`config.mk`:
```
export PLATFORM = sky130hd
export DESIGN_NAME = regfile_multiport
export DESIGN_NICKNAME = d
export VERILOG_FILES = /design/src/rtl/regfile_pkg.sv /design/src/rtl/rf_word.sv /design/src/rtl/regfile_multiport.sv
export SDC_FILE = /design/constraint.sdc
export NUM_CORES = 2
export LEC_CHECK = 0
export CORE_AREA = 2 2 290 292
export CTS_BUF_LIST = sky130_fd_sc_hd__clkbuf_8
export DETAILED_ROUTE_END_ITERATION = 16
export DIE_AREA = 0 0 292 294
export GPL_TIMING_DRIVEN = 0
export PLACE_DENSITY = 0.82
export SETUP_SLACK_MARGIN = 0.4
export SYNTH_ARGS = -nofsm -noshare
export SYNTH_HDL_FRONTEND = slang
export SYNTH_SLANG_ARGS = --single-unit
```
`constraint.sdc`:
```
create_clock -name clk -period 39.8 [get_ports clk]
set_input_delay 5.97 -clock clk [delete_from_list [all_inputs] [get_ports clk]]
set_output_delay 5.97 -clock clk [all_outputs]
set_load 0.1 [all_outputs]
```
`src/rtl/regfile_pkg.sv`:
```
// rtl/regfile_pkg.sv - shared constants, address-width helper and default word type for the register file
package regfile_pkg;

  localparam int RF_DEF_WIDTH = 32;
  localparam int RF_DEF_DEPTH = 32;
  localparam int RF_ZERO_IDX  = 0;
  localparam int RF_SP_IDX    = 2;

  typedef logic [RF_DEF_WIDTH-1:0] rf_word_t;

  // Address width never drops below 1, so tiny files still get a real address bus.
  function automatic int addr_w(input int depth);
    return (depth <= 2) ? 1 : $clog2(depth);
  endfunction

endpackage

```
`src/rtl/rf_word.sv`:
```
// rtl/rf_word.sv - one register-file entry with asynchronous active-high reset to RST_VAL
module rf_word
  import regfile_pkg::*;
#(
  parameter int               WIDTH   = RF_DEF_WIDTH,
  parameter logic [WIDTH-1:0] RST_VAL = '0
) (
  input  logic             clk,
  input  logic             rst,
  input  logic             we,
  input  logic [WIDTH-1:0] d,
  output logic [WIDTH-1:0] q
);

  always_ff @(posedge clk or posedge rst) begin
    if (rst) begin
      q <= RST_VAL;
    end else if (we) begin
      q <= d;
    end
  end

endmodule

```
`src/rtl/regfile_multiport.sv`:
```
// rtl/regfile_multiport.sv - DEPTH x WIDTH register file, one sync write port, NUM_RD combinational reads
// Optional write-first bypass on the read ports: define RF_WRITE_BYPASS_EN.
module regfile_multiport
  import regfile_pkg::*;
#(
  parameter int               WIDTH    = RF_DEF_WIDTH,
  parameter int               DEPTH    = RF_DEF_DEPTH,
  parameter int               NUM_RD   = 2,
  parameter int               ZERO_REG = 1,
  parameter int               SP_IDX   = RF_SP_IDX,
  parameter logic [WIDTH-1:0] SP_INIT  = '0,
  localparam int              ADDR_W   = addr_w(DEPTH)
) (
  input  logic                     clk,
  input  logic                     rst,
  input  logic                     wr,
  input  logic [ADDR_W-1:0]        wr_addr,
  input  logic [WIDTH-1:0]         wr_data,
  input  logic [NUM_RD*ADDR_W-1:0] rd_addr,
  output logic [NUM_RD*WIDTH-1:0]  rd_data
);

  // The read array covers the whole address space; slots past DEPTH are constant zero.
  localparam int SLOTS = 1 << ADDR_W;

  logic [WIDTH-1:0] mem [SLOTS];
  logic [DEPTH-1:0] we;

  genvar i, k;

  for (i = 0; i < SLOTS; i++) begin : g_entry
    if (i < DEPTH) begin : g_word
      localparam bit               IS_ZERO = (ZERO_REG != 0) && (i == RF_ZERO_IDX);
      localparam logic [WIDTH-1:0] RST_VAL = (i == SP_IDX) ? SP_INIT : '0;
      logic [WIDTH-1:0] q;

      assign we[i] = wr && (wr_addr == ADDR_W'(i)) && !IS_ZERO;

      rf_word #(
        .WIDTH  (WIDTH),
        .RST_VAL(RST_VAL)
      ) u_word (
        .clk(clk),
        .rst(rst),
        .we (we[i]),
        .d  (wr_data),
        .q  (q)
      );

      assign mem[i] = IS_ZERO ? '0 : q;
    end else begin : g_pad
      assign mem[i] = '0;
    end
  end

`ifdef RF_WRITE_BYPASS_EN
  // A write that hits a real, writable entry is forwarded; discarded writes never bypass.
  logic wr_hit;
  assign wr_hit = (|we) && !rst;
`endif

  for (k = 0; k < NUM_RD; k++) begin : g_rd
    logic [ADDR_W-1:0] ra;
    assign ra = rd_addr[k*ADDR_W +: ADDR_W];
`ifdef RF_WRITE_BYPASS_EN
    assign rd_data[k*WIDTH +: WIDTH] = (wr_hit && (ra == wr_addr)) ? wr_data : mem[ra];
`else
    assign rd_data[k*WIDTH +: WIDTH] = mem[ra];
`endif
  end

endmodule

```
==> results.md <==
- Slew Limit Headroom: 12.2%
- Drt wl/cell: 33.9 µm
- Die Y: 294 µm
- Fin. max-slew vios: 0
- Worst Setup End Kind: output pin
- Post-synth top area share: 46.6%
- Worst Tran Pin Value: 1.32 ns
- Worst Setup Path Type: in2out
- Unique masters post-synth: 27
- Die area: 85800 µm²
- Syn Inst Count: 3602
- Required time worst endpoint: 33.83 ns
- Setup crit start kind: input port
- First-pass GRT wire length: 250 mm
- Core ar.: 82900 µm²
- Layout Skew: 0 ns
- IO Count: 114
- Slowest-stage cell, CP: clkdlybuf4s50_1
- Max Cap Viol: 0
- Syn Nets: 3652
- Fraction of layout cells with a size suffix above 1: 46.4%
- Biggest register: g_entry.g_word.u_word.q
- Layout Nets: 3933
- CTS max path bufs: 3
- Min cycle time layout: 16.35 ns
- Post-route DRC: 0
- TritonCTS Buffers: 165
- Synth Area in Compound Gates: 6.30%
- Post-synthesis sequential area ratio: 46.6%
- Area Growth Syn to Fin: 11.5%
- Post_cts resized: 0
- H-tree levels: 4
- Yosys reg bits: 992
- Ranking of synthesized cells by area: dfrtp_1 47%, mux2_2 22%, mux4_2 16%
- Final Hold Vio Count: 0
- Via/cell ratio: 7.25
- Starting DRC count in detailed routing: 4493
- Initial antenna violation count: 8
- Post-DP HPWL: 128 mm
- Via count: 37000
- Highest ir drop seen on vdd: 0.0000384 V
- Mux contribution to synthesized area: 42.2%
- Hold crit path type: reg2reg
- Worst-skew pair later-pin latency: 0.86 ns
- Gr usage total: 40.7%
- Crit path DAT: 10.38 ns
- Clock sink total: 992
- Biggest regs: g_entry.g_word.u_word.q (992)
- GP Congestion: 1.02
- Critical Path Max Stage Delay: 1.27 ns
- CTS tree: yes
- Total gr overflow: 0
- Starting Density: 64.2%
- DRT antenna net count: 0
- CP Max Fanout: 10
- Max reg flops: 992
- Post-synthesis xor/xnor area fraction: 0%
- Avg Cell Area, Syn: 14.8 µm²
- Buffers & Inverters on Critical Path: 4
- Post-synthesis cell area: 53200 µm²
- Most frequent cell after synthesis: mux2_2
- Delay-heaviest family, CP: buffers and inverters
- IO Port Bufs: 105
- Vias in the first global route: 37000
- Post-Synth Adder-Cell Area: 0%
- Cell Chain, Critical Path: clkdlybuf4s50_1, clkbuf_1, clkbuf_1, a211oi_1, o31ai_1, clkdlybuf4s50_1
- Synth Flop Type: dfrtp_1
- Final setup fails: 0
- Post-synthesis simple-gate area fraction: 1.36%
- RSZ-0062 raised after global routing: no
- Status: finished, final reports clean
- Clock transition at the registers of the reported paths: 0.06 ns
- Die Width: 292 µm
- Synth warnings: 0
- Fmax achieved: 61.2 MHz
- FP Rows: 106
- Post-synth EDFFs: 0
- Synth async-reset ratio: 100%
- Hold_buf cts: 0
- PwrDens: 51.7 nW/µm²
- TNS Setup: 0 ns
- Setup bufs post-CTS: 0
- Largest family of logic cells by synthesized area: multiplexers
- First-pass DRT Iterations: 6
- Total power: 3070 µW
- Largest area contributor in the netlist: dfrtp_1
- Fin Hold WS: 0.518 ns
- Largest net degree at the start of global routing: 127
- Number of fill cells: 5461
- Final wirelength: 173 mm
- Final period util: 41.1%
- CTS Root Cell: clkbuf_8
- Synth cell count leaders: 1039 x mux2_2, 992 x dfrtp_1, 384 x mux4_2
- Leakage: 0.0261 µW
metal layers:
| layer | up-vias | global-route usage, % | part of all wire, % |
|---|---|---|---|
| met1 | 19300 | 54.4 | 37 |
| met2 | 2506 | 59.4 | 44 |
| met5 | - | 0.284 | 0.027 |
| met4 | 4 | 24.1 | 6.9 |
| li1 | 14600 | - | - |
| met3 | 542 | 12.4 | 12 |
final timing paths:
kind | from | end | slack [ns] | cells past startpoint
max in group asynchronous | rst | g_entry[5].g_word.u_word.q[13] | 31.91 | 6
min in group asynchronous | rst | g_entry[26].g_word.u_word.q[12] | 5.47 | 2
setup / recovery | rd_addr[8] | rd_data[41] | 23.45 | 6
hold reg to reg | g_entry[12].g_word.u_word.q[26] | g_entry[12].g_word.u_word.q[26] | 0.52 | 1
setup reg to reg | g_entry[2].g_word.u_word.q[9] | g_entry[2].g_word.u_word.q[9] | 38.91 | 1
hold / removal | g_entry[12].g_word.u_word.q[26] | g_entry[12].g_word.u_word.q[26] | 0.52 | 1
cell usage in the layout, fill, tap and decap left out, types with 23 or more instances in the layout:
master,n
dfrtp_1,992
and2_1,66
a211oi_1,64
clkbuf_1,210
o22ai_1,64
buf_2,132
buf_1,23
clkinv_2,25
o21ai_1,64
clkbuf_8,215
a22o_1,191
o31ai_1,64
mux4_2,384
buf_4,29
inv_1,42
mux2i_1,194
mux2_2,1039
clkdlybuf4s50_1,105
logic make-up after synthesis:
kind of cell           after synthesis
multiplexers                      1633
flip-flops                         992
AND/OR/NAND/NOR                    126
buffers and inverters              404
AO/OA/AOI/OAI                      447
per-stage QoR:
stage | utilization (%) | area [µm²] | setup WS [ns] | cells
floorplan | - | 53200 | 5.92 | 3602
global placement | 67.1 | 55600 | -5.15 | 4787
detailed placement | 67.4 | 55900 | 23.71 | 4796
CTS | 71.6 | 59300 | 23.71 | 5094
global route | 71.6 | 59300 | 23.60 | 5097
finish | 71.6 | 59300 | 23.45 | 5100
area by class of cell:
class                           instances  area, µm²  area share (%)
Sequential cell                       992      24800            41.8
Antenna cell                            6       15.0          0.0253
Buffer                                401       1830            3.09
Tap cell                             1080       1350            2.28
Clock inverter                         83        487           0.820
Clock buffer                          215       2960            4.99
Inverter                                3       18.8          0.0316
Multi-Input combinational cell       2206      26500            44.7
Timing Repair Buffer                  114       1300            2.19
report_power, final:
part / switching, µW / internal [µW] / leakage (µW)
clock: 448 / 500 / 0.00194
combinational: 375 / 384 / 0.0115
sequential: 155 / 1210 / 0.0127
total: 978 / 2090 / 0.0261
No activity file was read; power rests on OpenSTA's default activity.
